==> src/rtl/joypad_pkg.sv <==
// Shared definitions for the NES joypad port block.
// Button bit indices, default autofire half-period, rd_cnt field width.
// No logic; imported by joypad_shifter and joypad_ports.
package joypad_pkg;

    // Bit position of each button within a port's BTN_W-wide field.
    // Bit 0 is the first bit the NES reads after a strobe.
    typedef enum logic [2:0] {
        BTN_A      = 3'd0,
        BTN_B      = 3'd1,
        BTN_SELECT = 3'd2,
        BTN_START  = 3'd3,
        BTN_UP     = 3'd4,
        BTN_DOWN   = 3'd5,
        BTN_LEFT   = 3'd6,
        BTN_RIGHT  = 3'd7
    } btn_idx_e;

    // 30 Hz autofire toggle at a 25 MHz clk.
    localparam int AF_HALF_DEFAULT = 416_667;

    // Width of each per-port rd_cnt field.
    localparam int RD_CNT_W = 4;

endpackage

==> src/rtl/joypad_shifter.sv <==
// One NES controller port: port_clk falling-edge detect, parallel-load shift register, read counter.
// Latency: reload or shift visible on data_o the cycle after the strobe/edge is sampled.
// Ports: clk, resetn, strobe, port_clk, btn_eff[BTN_W] in; data_o, rd_cnt[RD_CNT_W] out. No backpressure.
module joypad_shifter
    import joypad_pkg::*;
#(
    parameter int   BTN_W = 8,
    parameter logic FILL  = 1'b1
) (
    input  logic                clk,
    input  logic                resetn,
    input  logic                strobe,
    input  logic                port_clk,
    input  logic [BTN_W-1:0]    btn_eff,
    output logic                data_o,
    output logic [RD_CNT_W-1:0] rd_cnt
);

    localparam logic [RD_CNT_W-1:0] CNT_MAX = RD_CNT_W'(BTN_W);

    logic                pclk_q,  pclk_d;
    logic [BTN_W-1:0]    shift_q, shift_d;
    logic [RD_CNT_W-1:0] cnt_q,   cnt_d;
    logic                armed_q, armed_d;
    logic                fall;

    always_comb begin
        pclk_d  = port_clk;
        shift_d = shift_q;
        cnt_d   = cnt_q;
        armed_d = armed_q;
        fall    = pclk_q & ~port_clk;

        // Strobe has priority: an edge in the same cycle is dropped.
        if (strobe) begin
            shift_d = btn_eff;
            cnt_d   = '0;
            armed_d = 1'b1;
        end else if (fall && armed_q) begin
            // armed_q keeps a port silent after reset until the first
            // reload; otherwise shifting FILL into the cleared register
            // would eventually present FILL without any strobe.
            shift_d           = shift_q >> 1;
            shift_d[BTN_W-1]  = FILL;
            if (cnt_q < CNT_MAX) begin
                cnt_d = cnt_q + RD_CNT_W'(1);
            end
        end
    end

    always_ff @(posedge clk or negedge resetn) begin
        if (!resetn) begin
            pclk_q  <= 1'b0;
            shift_q <= '0;
            cnt_q   <= '0;
            armed_q <= 1'b0;
        end else begin
            pclk_q  <= pclk_d;
            shift_q <= shift_d;
            cnt_q   <= cnt_d;
            armed_q <= armed_d;
        end
    end

    // Straight from flops: no combinational path from any input.
    assign data_o = shift_q[0];
    assign rd_cnt = cnt_q;

endmodule

==> src/rtl/joypad_ports.sv <==
// NES joypad serial ports: merges pad/override/autofire buttons, serialises each port independently.
// Latency: one cycle from a sampled strobe or port_clk fall to data_o/rd_cnt; no backpressure.
// Ports: clk, resetn, strobe, port_clk[N], btn_pad/btn_ovr/turbo_req[N*BTN_W] in; data_o[N], rd_cnt[N*4] out.
// Build option: define JOYPAD_AUTOFIRE_EN to include the autofire divider and turbo_req gating.
module joypad_ports
    import joypad_pkg::*;
#(
    parameter int   NUM_PORTS = 2,
    parameter int   BTN_W     = 8,
    parameter logic FILL      = 1'b1,
    parameter int   AF_HALF   = AF_HALF_DEFAULT
) (
    input  logic                          clk,
    input  logic                          resetn,
    input  logic                          strobe,
    input  logic [NUM_PORTS-1:0]          port_clk,
    input  logic [NUM_PORTS*BTN_W-1:0]    btn_pad,
    input  logic [NUM_PORTS*BTN_W-1:0]    btn_ovr,
    input  logic [NUM_PORTS*BTN_W-1:0]    turbo_req,
    output logic [NUM_PORTS-1:0]          data_o,
    output logic [NUM_PORTS*RD_CNT_W-1:0] rd_cnt
);

    logic [NUM_PORTS*BTN_W-1:0] turbo_mask;
    logic [NUM_PORTS*BTN_W-1:0] btn_eff;

`ifdef JOYPAD_AUTOFIRE_EN
    localparam int AF_W = (AF_HALF > 1) ? $clog2(AF_HALF) : 1;
    localparam logic [AF_W-1:0] AF_LAST = AF_W'(AF_HALF - 1);

    logic [AF_W-1:0] div_q,      div_d;
    logic            af_phase_q, af_phase_d;

    // Free-running divider; af_phase flips each time it wraps, so one
    // phase lasts AF_HALF cycles. Shared by every port.
    always_comb begin
        div_d      = div_q + AF_W'(1);
        af_phase_d = af_phase_q;
        if (div_q == AF_LAST) begin
            div_d      = '0;
            af_phase_d = ~af_phase_q;
        end
    end

    always_ff @(posedge clk or negedge resetn) begin
        if (!resetn) begin
            div_q      <= '0;
            af_phase_q <= 1'b0;
        end else begin
            div_q      <= div_d;
            af_phase_q <= af_phase_d;
        end
    end

    assign turbo_mask = turbo_req & {(NUM_PORTS*BTN_W){af_phase_q}};
`else
    logic unused_turbo_req;
    assign unused_turbo_req = ^turbo_req;
    assign turbo_mask       = '0;
`endif

    assign btn_eff = btn_pad | btn_ovr | turbo_mask;

    for (genvar p = 0; p < NUM_PORTS; p++) begin : g_port
        joypad_shifter #(
            .BTN_W (BTN_W),
            .FILL  (FILL)
        ) u_shifter (
            .clk      (clk),
            .resetn   (resetn),
            .strobe   (strobe),
            .port_clk (port_clk[p]),
            .btn_eff  (btn_eff[p*BTN_W +: BTN_W]),
            .data_o   (data_o[p]),
            .rd_cnt   (rd_cnt[p*RD_CNT_W +: RD_CNT_W])
        );
    end

endmodule

==> config.mk <==
export PLATFORM = sky130hd
export DESIGN_NAME = joypad_ports
export DESIGN_NICKNAME = d
export VERILOG_FILES = /design/src/rtl/joypad_pkg.sv /design/src/rtl/joypad_shifter.sv /design/src/rtl/joypad_ports.sv
export SDC_FILE = /design/constraint.sdc
export NUM_CORES = 1
export LEC_CHECK = 0
export BUFFER_PORTS_ARGS = -buffer_cell sky130_fd_sc_hd__buf_2
export CORE_MARGIN = 1
export CORE_UTILIZATION = 46
export CTS_BUF_LIST = sky130_fd_sc_hd__clkbuf_4 sky130_fd_sc_hd__clkbuf_8 sky130_fd_sc_hd__clkbuf_16
export CTS_CLUSTER_DIAMETER = 150
export DETAILED_ROUTE_END_ITERATION = 12
export PLACE_DENSITY = 0.79
export SETUP_SLACK_MARGIN = 0.1
export SKIP_LAST_GASP = 1
export SLEW_MARGIN = 20
export SYNTH_ARGS = -nofsm -noshare
export SYNTH_HDL_FRONTEND = slang
export SYNTH_HIERARCHICAL = 1
export SYNTH_SLANG_ARGS = --single-unit
export TNS_END_PERCENT = 30
==> constraint.sdc <==
create_clock -name clk -period 1.3 [get_ports clk]
set_input_delay 0.065 -clock clk [delete_from_list [all_inputs] [get_ports clk]]
set_output_delay 0.065 -clock clk [all_outputs]
set_load 0.01 [all_outputs]
==> results.md, run 1 <==
- H-Tree Level Count: 1
- TritonCTS clock tree: done
- Summed area of non-filler cells in the final layout: 1690 sq um
- Largest net degree at the start of global routing: 29
- TritonCTS Buffers: 3
- Number of cells on the worst hold path: 4
- Worst IR Drop VDD: 0.000489 V
- Portion of netlist area occupied by mux cells: 1.45%
- Fraction of synthesized cell area taken by the top area cell type: 50.7%
- CP required: 1500 ps
- RD Place Congestion: 0.745
- Worst EP arrival: 1370 ps
- Routed WL: 2680 um
- Setup repair after global routing missed its margin: yes
- Min-Delay Startpoint: btn_pad[7]
- Most used DFF post-synth: sky130_fd_sc_hd__dfrtp_1
- Core Box Area: 2810 sq um
- Simple-gate share of the synthesized area: 27.2%
- Final clock period utilization by the worst path: 90.0%
- Synthesized netlist net count: 197
- Max-slew headroom: 59.5%
- Nets: 247
- Final-report max-slew violation count: 0
- Setup WS post-layout: 130 ps
- Standard-cell rows: 19
- DRC violation count after routing: 4
- Worst min path class: input pin to flip-flop
- IO Count: 63
- Die X-Extent: 56.8 um
- Cell area after synthesis: 1380 sq um
- Leakage: 0.000809 uW
- Timing startpoint of the critical path: g_port[1].u_shifter/rd_cnt[3]
- Crit Path Max Fanout: 4
- Type of destination of the critical path: flip-flop
- Number of enable flip-flop cells after synthesis: 0
- Placed cell areas: 1630 sq um
- Share of cells above drive strength 1: 30.5%
- Ant. Diodes: 0
- Clock transition at the registers of the reported paths: 130 ps
- Initial standard-cell utilization of the core: 49.2%
- Number of clock sinks: 28
- Via count of the first global-routing pass: 1,127
- First drt pass iteration count: 8
- Die outline height: 56.8 um
- Post-synth top cells: sky130_fd_sc_hd__a21oi_1 (28), sky130_fd_sc_hd__dfrtp_1 (28), sky130_fd_sc_hd__nand2_1 (16), sky130_fd_sc_hd__or2_1 (16), sky130_fd_sc_hd__nor2b_1 (14)
- Count of unique library cells instantiated by Yosys: 21
- Fraction of synthesized cell area in xor and xnor cells: 1.27%
- Final critical-path required period: 1170 ps
- Dominant combinational cell family by area after synthesis: simple AND/OR/NAND/NOR gates
- Register area share after synthesis: 50.7%
- Count of buffers from port buffering: 46
- Length in cells of the worst reg-to-reg path: 3
- Maximum clock insertion buffer count: 2
- Compound-Gate Fraction of Synth Area: 14.7%
- Worst reg2reg setup slack: 130 ps
- Reg-to-reg critical path startpoint: g_port[1].u_shifter/rd_cnt[3]
- Hold Crit Endpoint: g_port[0].u_shifter/shift_q[7]
- Clock latency at the later pin of the worst-skew pair: 310 ps
- Hold violation total from the final report: 0
- Average cell area after synthesis: 9.73 sq um
- Overflow left after global routing: 0
- Violated checks: DRC
- Share of synthesized flip-flops with an asynchronous set or reset: 100%
- Sum of negative setup slack: 0 ps
- Critical path start-end classification: flip-flop to flip-flop
- Max Clk Rate: 0.855 GHz
- Post-CTS setup buffer count: 0
- GRT Resource Usage Total: 18.0%
- Wirelength per Cell: 12.1 um
- Slew @ Worst Pin: 607 ps
- Adder and majority cell fraction of the synthesized area: 1.81%
- Count of state elements after synthesis: 28
- Wire length of the first global-routing pass: 4600 um
- Final Skew: 1.16 ps
- Setup-violating endpoint count in the final report: 0
- Vias after detailed routing: 1,139
- Setup slack after placement: 154 ps
- Result of the run: complete, but fails checks
- Post-detailed-route via-to-cell ratio: 5.15
- Library cell occupying the most area in the post-synthesis netlist: sky130_fd_sc_hd__dfrtp_1
- Initial DRC Count: 36
- Crit Reg-Reg Endpoint: g_port[1].u_shifter/rd_cnt[1]
- Die area: 3230 sq um
- Synth warnings: 6
- Leading post-synthesis cells by cell area: sky130_fd_sc_hd__dfrtp_1 (51%), sky130_fd_sc_hd__a21oi_1 (10%), sky130_fd_sc_hd__or2_1 (7.2%), sky130_fd_sc_hd__nor2b_1 (6.3%), sky130_fd_sc_hd__nand2_1 (4.3%)
- Post-synthesis cell count: 142
- CTS Root Buffer Type: sky130_fd_sc_hd__clkbuf_4
- Initial antenna violation count: 0
- Layout overhead on the synthesized area: 22.6%
- Number of nets with antenna violations after routing: 0
- Worst setup SP type: flip-flop
- Max-cap check violation count: 0
- Power density relative to cell area: 931 nW/um^2
- Final hold slack: 35.6 ps
-- worst max-delay path: stages, from the launching register on --
cell                       delay [ps]
sky130_fd_sc_hd__dfrtp_1          420
sky130_fd_sc_hd__and4bb_4         380
sky130_fd_sc_hd__mux2i_1          210
sky130_fd_sc_hd__nor2_1            50
-- layer usage --
metal	track usage, %	part of all wire (%)	up-vias
li1	-	-	578
met1	21.0	44	540
met2	34.4	53	19
met3	1.38	2.1	2
met4	6.27	0.71	0
met5	0	0	-
-- report_power, final --
part           leakage (uW)  switching, uW  internal (uW)
Sequential         0.000321           39.8            932
Combinational      0.000474            134            140
Clock             0.0000138            222            108
Total              0.000809            397           1180
-- registers in the layout, summed over array words and instances, names as in the netlist --
name,flops
g_port.u_shifter/shift_q,16
g_port.u_shifter/rd_cnt,8
g_port.u_shifter/armed_q,2
g_port.u_shifter/pclk_q,2
-- stage by stage --
stage,total power [uW],util (%),instances
2_1_floorplan,1140,-,142
3_3_place_gp,1240,58.1,214
3_5_place_dp,1260,58.1,214
4_1_cts,1600,60.0,220
5_1_grt,1670,60.4,221
6_report,1580,60.4,221
-- cell type report --
type,instances,area [sq um]
clock buffers,3,22.5
fillers,267,1110
flip-flops and latches,28,701
multi-input cells,109,652
well taps,31,38.8
repair buffers,50,280
-- cells by family after synthesis --
group                    count (synthesis)
AO/OA/AOI/OAI                           36
XOR/XNOR                                 2
adder cells (fa/ha/maj)                  2
buffers and inverters                    6
flip-flops                              28
multiplexers                             2
AND/OR/NAND/NOR                         66
-- repair_timing --
item / in CTS / in global routing
setup endpoints to repair: 0 / 15
resized for setup: 0 / 2
hold endpoints to repair: 30 / 0
hold buffers: 3 / 0
-- how the worst max path moves through the flow --
| stage | endpoint | slack (ps) | cells after the start |
|---|---|---|---|
| floorplan | g_port[0].u_shifter/rd_cnt[2] | 180 | 3 |
| global placement | g_port[1].u_shifter/rd_cnt[1] | 190 | 3 |
| detailed placement | g_port[1].u_shifter/rd_cnt[1] | 150 | 3 |
| CTS | g_port[0].u_shifter/shift_q[4] | 110 | 5 |
| global route | g_port[1].u_shifter/rd_cnt[1] | 80 | 3 |
| finish | g_port[1].u_shifter/rd_cnt[1] | 130 | 3 |
-- layout by cell type, fill, tap and decap left out --
cell	netlist	final
sky130_fd_sc_hd__buf_12	0	1
sky130_fd_sc_hd__xnor2_1	2	2
sky130_fd_sc_hd__clkbuf_4	0	3
sky130_fd_sc_hd__dlygate4sd3_1	0	3
sky130_fd_sc_hd__or2_1	16	16
sky130_fd_sc_hd__a21oi_2	2	2
sky130_fd_sc_hd__and3b_2	0	2
sky130_fd_sc_hd__a31o_1	2	2
sky130_fd_sc_hd__a41oi_1	2	2
sky130_fd_sc_hd__nand2b_1	2	2
sky130_fd_sc_hd__ha_1	2	2
sky130_fd_sc_hd__nor2_1	10	10
sky130_fd_sc_hd__o21ai_0	2	2
sky130_fd_sc_hd__dfrtp_1	28	28
sky130_fd_sc_hd__and4bb_4	2	2
sky130_fd_sc_hd__a21oi_1	28	28
sky130_fd_sc_hd__nand2_1	16	16
sky130_fd_sc_hd__and3b_1	2	1
sky130_fd_sc_hd__nand3b_1	2	2
sky130_fd_sc_hd__or2_2	2	2
sky130_fd_sc_hd__mux2i_1	2	2
sky130_fd_sc_hd__buf_2	2	46
sky130_fd_sc_hd__nor2b_1	14	14
Note: power is estimated with default switching activity, not from simulation.
==> run 2: changes to the inputs <==
==> constraint.sdc (replaced) <==
create_clock -name clk -period 1.3 [get_ports clk]
set_input_delay 0.065 -clock clk [delete_from_list [all_inputs] [get_ports clk]]
set_output_delay 0.065 -clock clk [all_outputs]
set_load 0.1 [all_outputs]
==> run 2 against run 1 <==
Against the previous run:
- the flow still finishes with violations (DRC)
- largest cell class unchanged
- global-route usage down 0.17 points
- clock skew up 5.1 ps
- setup slack worse by 58 ps
==> results.md, run 2 (synthesis gave the netlist of run 1 again) <==
- Worst path buffer plus inverter count: 0 (unchanged)
- Via count of the first global-routing pass: 1,105 (-2.0%)
- Slew @ Worst Pin: 617 ps (+9.64 ps)
- Final clock period utilization by the worst path: 94.5% (+4.5 points)
- Wire length of the first global-routing pass: 4570 um (-0.76%)
- Core Box Area: 2810 sq um (unchanged)
- Switching component of the power: 515 uW (+30%)
- CTS Root Buffer Type: sky130_fd_sc_hd__clkbuf_4
- Type of destination of the critical path: flip-flop
- Nets: 246 (-0.40%)
- TritonCTS Buffers: 3 (unchanged)
- Length in cells of the worst reg-to-reg path: 3 (unchanged)
- Worst min path class: input pin to flip-flop
- Die outline height: 56.8 um (unchanged)
- Largest net degree at the start of global routing: 38 (+31%)
- Result of the run: complete, but fails checks
- Layer carrying the most global-route usage: met2
- Vias after detailed routing: 1,150 (+0.97%)
- IO Count: 63 (unchanged)
- Leakage: 0.000789 uW (-2.5%)
- Final Total Pwr: 1760 uW (+12%)
- Violated checks: DRC
- Flip-flop count of the largest register, all copies and words added: 16 (unchanged)
- Number of cells on the worst hold path: 4 (unchanged)
- Worst EP arrival: 1430 ps (+60 ps)
- RD Place Congestion: 0.734 (-1.5%)
- Overflow left after global routing: 0 (unchanged)
- Die X-Extent: 56.8 um (unchanged)
- Initial standard-cell utilization of the core: 49.2% (unchanged)
- Sw Ratio: 29.3% (+4.2 points)
- GRT met3 Usage: 2.76% (+1.4 points)
- Setup-violating endpoint count in the final report: 0 (unchanged)
- GR met2 Demand/Resource: 33.0% (-1.4 points)
- Cell family with most CP delay: flip-flops
- Clock transition at the registers of the reported paths: 150 ps (+20 ps)
- CP required: 1500 ps (about the same)
- Hold violation total from the final report: 0 (unchanged)
- Relative contribution of combinational cells to total power: 21.2% (+3.8 points)
- DRC violation count after routing: 2 (-2)
- Power density relative to cell area: 1020 nW/um^2 (+9.9%)
- Final critical-path required period: 1230 ps (+57.9 ps)
- Post-detailed-route via-to-cell ratio: 5.20 (+0.97%)
- Post-CTS setup buffer count: 0 (unchanged)
- Share of total power in sequential cells: 55.4% (-6.2 points)
- Worst IR Drop VDD: 0.000707 V (+45%)
- Setup repair after global routing missed its margin: yes
- GRT Resource Usage Total: 17.9% (-0.17 points)
- Most frequent cells in the layout: sky130_fd_sc_hd__buf_2 (38), sky130_fd_sc_hd__a21oi_1 (28), sky130_fd_sc_hd__dfrtp_1 (20), sky130_fd_sc_hd__or2_1 (16), sky130_fd_sc_hd__nand2_1 (16)
- Worst-path cell with the longest stage delay: sky130_fd_sc_hd__dfrtp_4
- Worst setup SP type: flip-flop
- Number of clock sinks: 28 (unchanged)
- Summed area of non-filler cells in the final layout: 1720 sq um (+1.5%)
- Setup WS post-layout: 72.0 ps (-57.9 ps)
- Crit Path Max Fanout: 4 (unchanged)
- Routed WL: 2730 um (+1.8%)
- Final-report max-slew violation count: 0 (unchanged)
- Critical path's largest stage delay: 510 ps (+90 ps)
- Area occupied by multi-input gates: 641 sq um (-1.7%)
- Sum of negative setup slack: 0 ps (unchanged)
- Clock network power share: 23.5% (+2.5 points)
- Setup slack after placement: 85.7 ps (-68.5 ps)
- Global-route met1 utilization: 22.2% (+1.2 points)
- Register area: 716 sq um (+2.1%)
- Most common cell after layout, fill and taps aside: sky130_fd_sc_hd__buf_2
- Critical path start-end classification: flip-flop to flip-flop
- Internal cell power: 1240 uW (+5.3%)
- Initial antenna violation count: 0 (unchanged)
- TritonCTS clock tree: done
- Wirelength per Cell: 12.3 um (+1.8%)
- Die area: 3230 sq um (unchanged)
- Max-slew headroom: 58.9% (-0.64 points)
- Detailed Place HPWL: 1960 um
- Initial DRC Count: 14 (-61%)
- Critical path depth: 3 (unchanged)
- First drt pass iteration count: 8 (unchanged)
- Count of buffers from port buffering: 46 (unchanged)
- H-Tree Level Count: 1 (unchanged)
- Final Skew: 6.22 ps (+5.05 ps)
- Layout fillers: 247 (-7.5%)
- Maximum clock insertion buffer count: 2 (unchanged)
- Number of nets with antenna violations after routing: 0 (unchanged)
- Most flops, register: g_port.u_shifter/shift_q
- Max Clk Rate: 0.814 GHz (-4.7%)
- Final hold slack: 29.5 ps (-6.16 ps)
- Placed cell areas: 1630 sq um (+0.15%)
- Ant. Diodes: 0 (unchanged)
- Layout overhead on the synthesized area: 24.5%
- Share of cells above drive strength 1: 34.2% (+3.7 points)
- Standard-cell rows: 19 (unchanged)
- Clock latency at the later pin of the worst-skew pair: 320 ps (about the same)
- Critical path, cell by cell: and4bb_4 -> mux2i_1 -> nor2_1
- Max-cap check violation count: 0 (unchanged)
run 2: changes by cell type in the layout (fill, tap and decap cells not counted), sizes merged:
| cell | previous run | this run |
|---|---|---|
| clkbuf | 3 | 9 |
| and3b | 3 | 2 |
| buf | 47 | 42 |
run 2: timing repair:
item,in CTS,in global routing
gates cloned,0,0
hold buffers,3,0
endpoints found under the setup margin,12,26
endpoints found under the hold margin,30,0
gates resized for setup,3,5
run 2: area by class of cell:
class                      count  share of cell area (%)
timing repair buffer          50                    16.7
multi-input combinational    108                    37.3
clock buffer                   4                    2.11
sequential                    28                    41.6
tap                           31                    2.26
run 2: power groups by stage:
stage	Combinational (uW)	Sequential, uW	Clock (uW)
finish	372	974	413
global route	409	980	458
CTS	372	973	425
detailed placement	364	990	0
global placement	351	984	0
floorplan	154	1090	0
run 2: routing by layer:
metal | wire (um) | vias up
li1 | - | 574
met1 | 1210 | 547
met2 | 1400 | 27
met3 | 102 | 2
met4 | 13 | 0
met5 | 0 | -
run 2: tightest hold or removal path, cell delays in order:
cell and delay [ps]:
sky130_fd_sc_hd__buf_2 70, sky130_fd_sc_hd__or2_1 80, sky130_fd_sc_hd__nand2_1 40, sky130_fd_sc_hd__o21ai_0 60
run 2: final timing paths:
check | startpoint | endpoint | slack (ps)
worst min-delay path | btn_pad[15] | g_port[1].u_shifter/shift_q[7] | 30
worst max register to register | g_port[1].u_shifter/rd_cnt[3] | g_port[1].u_shifter/rd_cnt[1] | 70
max in group asynchronous | resetn | g_port[0].u_shifter/rd_cnt[3] | 560
min in group asynchronous | resetn | g_port[1].u_shifter/rd_cnt[0] | 280
worst max-delay path | g_port[1].u_shifter/rd_cnt[3] | g_port[1].u_shifter/rd_cnt[1] | 70
worst min register to register | g_port[1].u_shifter/shift_q[6] | g_port[1].u_shifter/shift_q[6] | 530
run 2: through the flow:
| step | cells | utilization (%) |
|---|---|---|
| 2_1_floorplan | 142 | - |
| 3_3_place_gp | 214 | 58.2 |
| 3_5_place_dp | 214 | 58.2 |
| 4_1_cts | 221 | 60.8 |
| 5_1_grt | 221 | 61.3 |
| 6_report | 221 | 61.3 |
